<file path="config.mk">
export PLATFORM = sky130hd
export DESIGN_NAME = pulse_meter_flat
export DESIGN_NICKNAME = d
export VERILOG_FILES = /design/src/rtl/pulse_meter_if.sv /design/src/rtl/pulse_meter.sv /design/src/flat_wrapper.sv
export SDC_FILE = /design/constraint.sdc
export NUM_CORES = 1
export LEC_CHECK = 0
export CELL_PAD_IN_SITES_DETAIL_PLACEMENT = 1
export CELL_PAD_IN_SITES_GLOBAL_PLACEMENT = 1
export CORE_MARGIN = 2
export CORE_UTILIZATION = 40
export CTS_CLUSTER_SIZE = 25
export DETAILED_ROUTE_END_ITERATION = 10
export PLACE_DENSITY_LB_ADDON = 0.1
export SLEW_MARGIN = 40
export SYNTH_ARGS = -nofsm -noshare
export SYNTH_HDL_FRONTEND = slang
export SYNTH_SLANG_ARGS = --single-unit
</file>
<file path="constraint.sdc">
create_clock -name clk -period 2.7 [get_ports clk]
set_clock_uncertainty 0.1 [all_clocks]
set_input_delay 0.405 -clock clk [delete_from_list [all_inputs] [get_ports clk]]
set_output_delay 0.405 -clock clk [all_outputs]
set_load 0.01 [all_outputs]
</file>
<file path="src/rtl/pulse_meter_if.sv">
// pulse_meter_if: pulse input, ack and report outputs of one pulse_meter
interface pulse_meter_if #(
  parameter int W = 8
);
  logic         i_pulse_in;
  logic         i_ack;
  logic         o_meas_valid;
  logic [W-1:0] o_width;
  logic         o_too_short;
  logic         o_overflow;
  logic         o_missed;
  logic         o_busy;
  modport master (
    output i_pulse_in, i_ack,
    input  o_meas_valid, o_width, o_too_short, o_overflow, o_missed, o_busy
  );
  modport slave (
    input  i_pulse_in, i_ack,
    output o_meas_valid, o_width, o_too_short, o_overflow, o_missed, o_busy
  );
endinterface

</file>
<file path="src/rtl/pulse_meter.sv">
// pulse_meter: measures pulse high-time in clk cycles; PULSE_METER_SYNC_EN adds a two-flop input synchronizer
module pulse_meter #(
  parameter int W       = 8,
  parameter int MIN_LEN = 2
) (
  input  logic          clk,
  input  logic          rst,
  pulse_meter_if.slave  bus
);
  localparam logic [1:0]   ST_IDLE    = 2'd0;
  localparam logic [1:0]   ST_MEASURE = 2'd1;
  localparam logic [1:0]   ST_HOLD    = 2'd2;
  localparam logic [W-1:0] MAX        = '1;
  localparam logic [31:0]  MIN_U      = MIN_LEN;
  localparam logic         SAT1       = (W == 1);
  logic [1:0]   r_state;
  logic [W-1:0] r_count;
  logic [W-1:0] r_width;
  logic         r_ovf_int;
  logic         r_s_d;
  logic         r_blk;
  logic         r_mv;
  logic         r_short;
  logic         r_ovf;
  logic         r_missed;
  logic         w_s;
  logic         w_s_ok;
  logic         w_rise;
  logic [W-1:0] w_count_inc;
`ifdef PULSE_METER_SYNC_EN
  logic       r_sync1;
  logic       r_sync2;
  logic [1:0] r_vld;
  // two-flop synchronizer; r_vld marks when the chain holds real pin samples again after reset
  always_ff @(posedge clk) begin
    if (!rst) begin
      r_sync1 <= 1'b0;
      r_sync2 <= 1'b0;
      r_vld   <= 2'b00;
    end else begin
      r_sync1 <= bus.i_pulse_in;
      r_sync2 <= r_sync1;
      r_vld   <= {r_vld[0], 1'b1};
    end
  end
  assign w_s    = r_sync2;
  assign w_s_ok = r_vld[1];
`else
  assign w_s    = bus.i_pulse_in;
  assign w_s_ok = 1'b1;
`endif
  assign w_rise      = w_s & ~r_s_d & ~r_blk;
  assign w_count_inc = (r_count == MAX) ? r_count : r_count + 1'b1;
  // edge history; r_blk keeps a pulse already high at reset release from being measured
  always_ff @(posedge clk) begin
    if (!rst) begin
      r_s_d <= 1'b0;
      r_blk <= 1'b1;
    end else begin
      r_s_d <= w_s;
      if (w_s_ok && !w_s) r_blk <= 1'b0;
    end
  end
  // measurement FSM and held report registers
  always_ff @(posedge clk) begin
    if (!rst) begin
      r_state   <= ST_IDLE;
      r_count   <= '0;
      r_ovf_int <= 1'b0;
      r_mv      <= 1'b0;
      r_width   <= '0;
      r_short   <= 1'b0;
      r_ovf     <= 1'b0;
      r_missed  <= 1'b0;
    end else begin
      case (r_state)
        ST_IDLE: begin
          if (w_rise) begin
            r_state   <= ST_MEASURE;
            r_count   <= W'(1);
            r_ovf_int <= SAT1;
          end
        end
        ST_MEASURE: begin
          if (w_s) begin
            r_count <= w_count_inc;
            if (w_count_inc == MAX) r_ovf_int <= 1'b1;
          end else begin
            r_state <= ST_HOLD;
            r_width <= r_count;
            r_short <= 32'(r_count) < MIN_U;
            r_ovf   <= r_ovf_int;
            r_mv    <= 1'b1;
          end
        end
        ST_HOLD: begin
          r_missed <= bus.i_ack ? (r_missed & w_rise) : (r_missed | w_rise);
          if (bus.i_ack) begin
            r_mv      <= 1'b0;
            r_state   <= w_rise ? ST_MEASURE : ST_IDLE;
            r_count   <= w_rise ? W'(1) : '0;
            r_ovf_int <= w_rise & SAT1;
          end
        end
        default: r_state <= ST_IDLE;
      endcase
    end
  end
  assign bus.o_meas_valid = r_mv;
  assign bus.o_width      = r_width;
  assign bus.o_too_short  = r_short;
  assign bus.o_overflow   = r_ovf;
  assign bus.o_missed     = r_missed;
  assign bus.o_busy       = r_state != ST_IDLE;
endmodule
</file>
<file path="src/flat_wrapper.sv">
// flat-port wrapper written by rule: the top's interface ports become plain ports
module pulse_meter_flat 
#(
  parameter int W       = 8,
  parameter int MIN_LEN = 2
)
  (clk, rst, bus_i_pulse_in, bus_i_ack, bus_o_meas_valid, bus_o_width, bus_o_too_short, bus_o_overflow, bus_o_missed, bus_o_busy);
  pulse_meter_if #(.W(W)) bus_i ();
  input  logic clk;
  input  logic rst;
  input wire logic [$bits(bus_i.i_pulse_in)-1:0] bus_i_pulse_in;
  input wire logic [$bits(bus_i.i_ack)-1:0] bus_i_ack;
  output wire logic [$bits(bus_i.o_meas_valid)-1:0] bus_o_meas_valid;
  output wire logic [$bits(bus_i.o_width)-1:0] bus_o_width;
  output wire logic [$bits(bus_i.o_too_short)-1:0] bus_o_too_short;
  output wire logic [$bits(bus_i.o_overflow)-1:0] bus_o_overflow;
  output wire logic [$bits(bus_i.o_missed)-1:0] bus_o_missed;
  output wire logic [$bits(bus_i.o_busy)-1:0] bus_o_busy;
  assign bus_i.i_pulse_in = bus_i_pulse_in;
  assign bus_i.i_ack = bus_i_ack;
  assign bus_o_meas_valid = bus_i.o_meas_valid;
  assign bus_o_width = bus_i.o_width;
  assign bus_o_too_short = bus_i.o_too_short;
  assign bus_o_overflow = bus_i.o_overflow;
  assign bus_o_missed = bus_i.o_missed;
  assign bus_o_busy = bus_i.o_busy;
  pulse_meter #(.W(W), .MIN_LEN(MIN_LEN)) u_core (.clk(clk), .rst(rst), .bus(bus_i));
endmodule
</file>
==> run metrics, run 1 <==
run status finished, final reports clean; H-tree depth 1; core area 3130 sq um; diodes inserted 0; crit-path cells inv_1 -> ha_1 -> inv_1 -> clkdlybuf4s50_1; Final min period 2.28 ns; final setup fails 0; clock sink count 25; Critical Path AT 1.78 ns; CP required 2.19 ns; Worst Slack Setup Final 0.415 ns; post-route setup TNS 0 ns; cts hold-fix bufs 0; top-level port count 17; combinational share of power 0.411; Final GP Congestion 0.839; router iterations before antenna repair 4; global-route wire length before repair 5.52 mm; Reg clk slew, reported paths 0.15 ns; CP max-delay cell clkdlybuf4s50_1; CTS Buffer Depth 2; Layout Nets 187; vias in the first global route 1188; via count 1229; die area 3820 sq um; CP max FO 4; commonest register cell after synthesis dfxtp_1; highest clock rate 0.438 GHz; Global Route Usage Sum 0.194; leakage power 0.000547 uW; most frequent CP cell inv_1; sw frac 0.385; Slew headroom 0.650; grt total ovfl 0; CTS tree done; DP HPWL 2.45 mm; largest net degree at the start of global routing 18; ys async rst share 0; FF+latch count, synth 25; Reg power frac 0.417; initial core utilization 0.428; WP buf/inv 3; delay-heaviest family, CP buffers and inverters; CP max stage delay 0.54 ns; RSZ-0062 raised after global routing no; DRC viols 0; Setup CP Type flop to primary output; synth unique cells 42; P per Cell Area 666 nW/um^2; routed len/inst 14.8 um; crit start category flop; Peak VDD IR 0.000412 V; yosys warns 0; final antenna-violating net count 0; Post-synth EDFFs 0; Internal 635 uW; DR vias/cell 5.56; Fin. Hold Viols 0; most frequent cells in the layout 31 x nand2_1, 25 x dfxtp_1, 23 x a21oi_1; clock network power share 0.171; Psw 397 uW; commonest non-fill, non-tap cell in the layout nand2_1; CTS root buf clkbuf_4; share of cells above drive strength 1 0.0904; initial antenna violation count 0; Layout area overhead 15.8%; worst slack, placed 0.139 ns; Final period util 0.846; Slew @ Worst Pin 0.526 ns; post-synthesis sequential area ratio 0.374; Hold Path Class flop to flop; mapped cell area 1340 sq um; FP Rows 20; post-CTS setup buffers 0; Die H 61.8 um; syn nets 172; crit end category primary output; Clk Latency, worst-skew pair 0.33 ns; DRT iter0 DRCs 21; CTS resizes 0; max-cap violations 0; CTS buffer count 3; Total Wirelength 3.28 mm; chip width 61.8 um; Syn Inst Count 163; port buffer count 16; syn avg cell area 8.21 sq um; max-slew violations 0
==> flip-flops by register name (all words and copies together) (netlist names) <==
signal,cells
u_core.bus.o_too_short,1
u_core.r_state,2
u_core.r_s_d,1
u_core.bus.o_width,8
u_core.bus.o_missed,1
u_core.r_ovf_int,1
u_core.r_blk,1
u_core.bus.o_overflow,1
u_core.bus.o_meas_valid,1
u_core.r_count,8
==> metrics by stage <==
step	instances	utilization	power (uW)	cell area, sq um	hold WS [ns]
2_1_floorplan	163	-	737	1340	0.336
3_3_place_gp	217	0.486	846	1520	0.338
3_5_place_dp	217	0.486	866	1520	0.349
4_1_cts	221	0.495	1040	1550	0.368
5_1_grt	221	0.495	1110	1550	0.388
6_report	221	0.495	1030	1550	0.364
==> power by group through the flow <==
| stage | sequential [uW] | clock (uW) | combinational (uW) |
|---|---|---|---|
| after global routing | 435 | 199 | 474 |
| after global placement | 435 | 0 | 412 |
| after detailed placement | 439 | 0 | 427 |
| after CTS | 431 | 180 | 429 |
| after floorplan | 433 | 0 | 304 |
| final | 430 | 177 | 424 |
==> synth_stat cells, types with 2 or more instances <==
library cell / number / area (sq um)
xnor2_1: 2 / 17.5
clkbuf_1: 6 / 22.5
nand2_1: 31 / 116
a31oi_1: 3 / 18.8
and2_1: 2 / 12.5
a22o_1: 2 / 17.5
o31ai_1: 2 / 15.0
dfxtp_1: 25 / 500
buf_6: 3 / 33.8
nor2_1: 8 / 30.0
inv_1: 5 / 18.8
a22oi_1: 2 / 15.0
a21oi_1: 23 / 115
a21o_1: 3 / 22.5
a2111oi_4: 2 / 55.1
o21ai_0: 4 / 20.0
or3_1: 2 / 12.5
nor3_1: 3 / 15.0
ha_1: 5 / 62.6
nand3_1: 8 / 40.0
==> kinds of logic after synthesis <==
kind of cell    after synthesis  synth area share
buf+inv                      16            0.0627
flops                        25             0.374
xor+xnor                      3            0.0196
simple gates                 66             0.240
mux                           1           0.00748
compound gates               47             0.249
fa+ha+maj                     5            0.0468
==> tightest hold or removal path, stage by stage, from the launching register on <==
cell and delay (ns):
dfxtp_1 0.34, nand2_1 0.05, a21oi_1 0.05
==> layout make-up <==
cell class	instances	area, sq um
fillers	393	1580
multi-input cells	122	753
well taps	44	55.1
flip-flops and latches	25	500
clock buffers	3	22.5
inverters	6	22.5
clock inverters	1	5.00
repair buffers	20	190
==> worst paths after layout <==
| check | from | endpoint | slack [ns] | depth (start not counted) |
|---|---|---|---|---|
| worst max-delay path | u_core.r_state[0] | bus_o_busy | 0.42 | 4 |
| worst min-delay path | u_core.bus.o_width[4] | u_core.bus.o_width[4] | 0.36 | 2 |
| worst max register to register | u_core.r_state[0] | u_core.r_ovf_int | 0.43 | 7 |
| worst min register to register | u_core.bus.o_width[4] | u_core.bus.o_width[4] | 0.36 | 2 |
==> per-layer routing <==
metal | up-vias | share of wire | track usage
met5 | - | 0 | 0
met2 | 18 | 0.52 | 0.338
met4 | 0 | 0.017 | 0.0729
met3 | 7 | 0.017 | 0.0248
li1 | 603 | - | -
met1 | 601 | 0.45 | 0.244
Power figures use the tool's default switching activity.
==> run 2: changes to the inputs <==
--- a/config.mk
+++ b/config.mk
@@ -8,7 +8,7 @@
 export CELL_PAD_IN_SITES_DETAIL_PLACEMENT = 1
 export CELL_PAD_IN_SITES_GLOBAL_PLACEMENT = 1
 export CORE_MARGIN = 2
-export CORE_UTILIZATION = 40
+export CORE_UTILIZATION = 36
 export CTS_CLUSTER_SIZE = 25
 export DETAILED_ROUTE_END_ITERATION = 10
 export PLACE_DENSITY_LB_ADDON = 0.1
==> constraint.sdc (replaced) <==
create_clock -name clk -period 2 [get_ports clk]
set_clock_uncertainty 0.1 [all_clocks]
set_input_delay 0.3 -clock clk [delete_from_list [all_inputs] [get_ports clk]]
set_output_delay 0.3 -clock clk [all_outputs]
set_load 0.01 [all_outputs]
==> run metrics, run 2 (synthesis results as in run 1) <==
run status finished, final reports clean; share of cells above drive strength 1 0.219; Total Wirelength 3.58 mm; DRT iter0 DRCs 33; Slew @ Worst Pin 0.351 ns; gr busiest metal met2; FP Rows 22; leakage power 0.000647 uW; diodes inserted 0; initial antenna violation count 0; Internal 1070 uW; Hold Path Class flop to flop; largest net degree at the start of global routing 17; Peak VDD IR 0.000704 V; Layout area overhead 29.2%; Fin. Hold Viols 0; final setup fails 0; CP max FO 6; H-tree depth 1; commonest non-fill, non-tap cell in the layout nand2_1; CP required 2.11 ns; vias in the first global route 1331; most frequent cells in the layout 31 x nand2_1, 22 x a21oi_1, 21 x dfxtp_1; CTS tree done; sw frac 0.356; Layout Nets 202; met2 Use GR 0.330; max-slew violations 0; Reg power frac 0.343; top-level port count 17; post-route setup TNS 0 ns; port buffer count 16; chip width 65.0 um; RSZ-0062 raised after global routing yes; max-cap violations 0; DP HPWL 2.66 mm; via count 1257; die area 4220 sq um; P per Cell Area 957 nW/um^2; DRC viols 0; final antenna-violating net count 0; Final period util 0.954; crit start category flop; met1 Track Usage GR 0.225; Final GP Congestion 0.831; Die H 65.0 um; router iterations before antenna repair 4; Clk Latency, worst-skew pair 0.28 ns; grt total ovfl 0; worst slack, placed -0.345 ns; clock network power share 0.194; Psw 589 uW; CTS root buf clkbuf_8; Slew headroom 0.764; Critical Path AT 2.02 ns; Setup CP Type flop to flop; routed len/inst 14.9 um; hold slack 0.360 ns; initial core utilization 0.371; cts hold-fix bufs 0; global-route wire length before repair 6.22 mm; Final min period 1.91 ns; GR Layer Usage met3 0.0243; clock sink count 25; core area 3610 sq um; highest clock rate 0.524 GHz; CTS buffer count 3; Worst Slack Setup Final 0.0927 ns; DR vias/cell 5.24; crit end category flop; combinational share of power 0.463; Global Route Usage Sum 0.189; CTS Buffer Depth 2; Reg clk slew, reported paths 0.10 ns
[run 2: changes by cell type in the layout (fill, tap and decap cells not counted), moves of 3 or more]
cell / previous run / this run
clkbuf_4: 3 / 0
dfxtp_2: 0 / 3
clkbuf_8: 0 / 3
ha_1: 5 / 2
dfxtp_1: 25 / 21
buf_4: 4 / 19
[run 2: final timing paths]
kind / start / endpoint / slack [ns] / cells past startpoint
max: u_core.r_state[0] / u_core.r_ovf_int / 0.09 / 8
max reg2reg: u_core.r_state[0] / u_core.r_ovf_int / 0.09 / 8
min: u_core.bus.o_too_short / u_core.bus.o_too_short / 0.36 / 2
min reg2reg: u_core.bus.o_too_short / u_core.bus.o_too_short / 0.36 / 2
[run 2: power groups by stage]
| stage | clock, uW | combinational, uW | sequential, uW |
|---|---|---|---|
| final | 320 | 766 | 568 |
| after global routing | 350 | 844 | 575 |
| after CTS | 335 | 712 | 566 |
| after detailed placement | 0 | 677 | 573 |
| after global placement | 0 | 661 | 571 |
| after floorplan | 0 | 410 | 585 |
[run 2: through the flow]
step / cells / total power, uW / instance area (sq um) / utilization
floorplan: 163 / 995 / 1340 / -
global placement: 232 / 1230 / 1610 / 0.446
detailed placement: 232 / 1250 / 1610 / 0.446
CTS: 237 / 1610 / 1680 / 0.465
global route: 240 / 1770 / 1730 / 0.479
finish: 240 / 1650 / 1730 / 0.479
[run 2: critical path, stage by stage (launching register included)]
cell and delay (ns):
dfxtp_2 0.33, buf_4 0.14, ha_4 0.17, nor2b_4 0.14, a2111oi_4 0.30, buf_4 0.19, and4bb_1 0.23, a21oi_2 0.07
a211oi_2 0.14
[run 2: final cells by class]
class	instances	area (sq um)
multi-input cells	122	785
fillers	430	1880
inverters	6	22.5
well taps	48	60.1
flip-flops and latches	25	508
repair buffers	35	304
clock inverters	1	7.51
clock buffers	3	41.3
[run 2: repair_timing]
action | in CTS | in global routing
pin swaps | 2 | 4
endpoints found under the setup margin | 6 | 6
buffers inserted | 1 | 3
gates resized for setup | 6 | 11
[run 2: per-layer routing]
layer | routed length [um] | up-vias
met1 | 1540 | 600
met2 | 1860 | 18
met3 | 86 | 9
met4 | 85 | 0
li1 | - | 630
met5 | 0 | -
==> run 3: changes to the inputs <==
--- a/config.mk
+++ b/config.mk
@@ -11,7 +11,7 @@
 export CORE_UTILIZATION = 36
 export CTS_CLUSTER_SIZE = 25
 export DETAILED_ROUTE_END_ITERATION = 10
-export PLACE_DENSITY_LB_ADDON = 0.1
+export PLACE_DENSITY_LB_ADDON = 0.2
 export SLEW_MARGIN = 40
 export SYNTH_ARGS = -nofsm -noshare
 export SYNTH_HDL_FRONTEND = slang
==> run metrics, run 3 (synthesis results as in run 1) <==
crit end category flop; Final min period 1.94 ns; final antenna-violating net count 0; share of cells above drive strength 1 0.226; multi-input logic area 774 sq um; cts hold-fix bufs 0; DR vias/cell 5.34; CTS tree done; Internal 1090 uW; initial antenna violation count 0; P per Cell Area 976 nW/um^2; CP max FO 4; max-slew violations 0; CTS root buf clkbuf_8; Psw 613 uW; grt total ovfl 0; top-level port count 17; Clk Latency, worst-skew pair 0.28 ns; run status finished, final reports clean; leakage power 0.000667 uW; most frequent cells in the layout 31 x nand2_1, 22 x a21oi_1, 22 x buf_4, 22 x dfxtp_1, 14 x clkdlybuf4s50_1; DRT iter0 DRCs 60; CP max stage delay 0.44 ns; Critical Path AT 2.05 ns; placed cell count 235; global-route wire length before repair 6.62 mm; max-cap violations 0; Reg power frac 0.335; final-layout fill cell count 448; FP Rows 22; largest net degree at the start of global routing 16; Peak VDD IR 0.000587 V; clock network power share 0.190; die area 4220 sq um; CP required 2.11 ns; Hold Path Class input pin to flop; diodes inserted 0; Final period util 0.971; sw frac 0.361; Total Wirelength 3.80 mm; initial core utilization 0.371; DRC viols 0; CTS Buffer Depth 2; Layout area overhead 30.1%; crit-path cells or3b_4 -> a2111oi_4 -> buf_4 -> and4bb_1 -> a21oi_2 -> a211oi_2; CTS buffer count 3; Fin. Hold Viols 0; RSZ-0062 raised after global routing yes; post-route setup TNS 0 ns; port buffer count 16; Die H 65.0 um; WP buf/inv 1; chip width 65.0 um; Non-Filler Instances 243; vias in the first global route 1445; core area 3610 sq um; router iterations before antenna repair 4; routed len/inst 15.6 um; highest clock rate 0.515 GHz; Final GP Congestion 0.828; H-tree depth 1; clock sink count 25; Setup CP Type flop to flop; Slew @ Worst Pin 0.417 ns; Storage cell area 504 sq um; DP HPWL 2.83 mm; via count 1298; combinational share of power 0.475; crit start category flop; final setup fails 0; commonest non-fill, non-tap cell in the layout nand2_1; CP max-delay cell or3b_4; Reg clk slew, reported paths 0.09 ns; R2R setup slack 0.06 ns; Global Route Usage Sum 0.206; Layout Nets 205; delay-heaviest family, CP simple AND/OR/NAND/NOR gates; Slew headroom 0.720
==> run 3: final cells by class <==
type / count / area share
Multi-Input combinational cell: 122 / 0.445
Sequential cell: 25 / 0.290
Tap cell: 48 / 0.0345
Clock buffer: 3 / 0.0237
Inverter: 6 / 0.0129
Timing Repair Buffer: 38 / 0.190
Clock inverter: 1 / 0.00431
==> run 3: final timing paths <==
kind | from | endpoint | cells past startpoint
max reg2reg | u_core.r_s_d | u_core.r_ovf_int | 6
max | u_core.r_s_d | u_core.r_ovf_int | 6
min | bus_i_pulse_in | u_core.r_blk | 4
min reg2reg | u_core.bus.o_width[6] | u_core.bus.o_width[6] | 2
==> run 3: power groups by stage <==
stage / registers (uW) / logic, uW / clock network (uW)
after floorplan: 585 / 410 / 0
after global placement: 571 / 684 / 0
after detailed placement: 575 / 710 / 0
after CTS: 565 / 767 / 335
after global routing: 575 / 887 / 354
final: 569 / 807 / 323
==> run 3: tightest hold or removal path, delay by kind of cell <==
kind	cells	cell delay (ns)
buf+inv	2	0.29
simple gates	2	0.12
==> run 3: per-stage QoR <==
step	hold slack [ns]	area [sq um]	setup slack, ns	utilization	power, uW
floorplan	0.262	1340	0.0555	-	995
global placement	0.342	1630	-0.313	0.452	1250
detailed placement	0.350	1630	-0.378	0.452	1290
CTS	0.370	1700	0.00933	0.472	1670
global route	0.386	1740	-0.0352	0.483	1820
finish	0.359	1740	0.0589	0.483	1700
==> run 3: timing repair <==
action,in CTS,in global routing
cloned,0,0
pin swaps,1,4
setup endpoints to repair,4,9
gates resized for setup,3,11
buffers inserted,2,2
==> run 3: per-layer routing <==
| layer | up-vias | track usage | share of wire |
|---|---|---|---|
| met5 | - | 0 | 0 |
| li1 | 636 | - | - |
| met3 | 11 | 0.0278 | 0.034 |
| met4 | 0 | 0.114 | 0.032 |
| met2 | 29 | 0.369 | 0.51 |
| met1 | 622 | 0.232 | 0.43 |
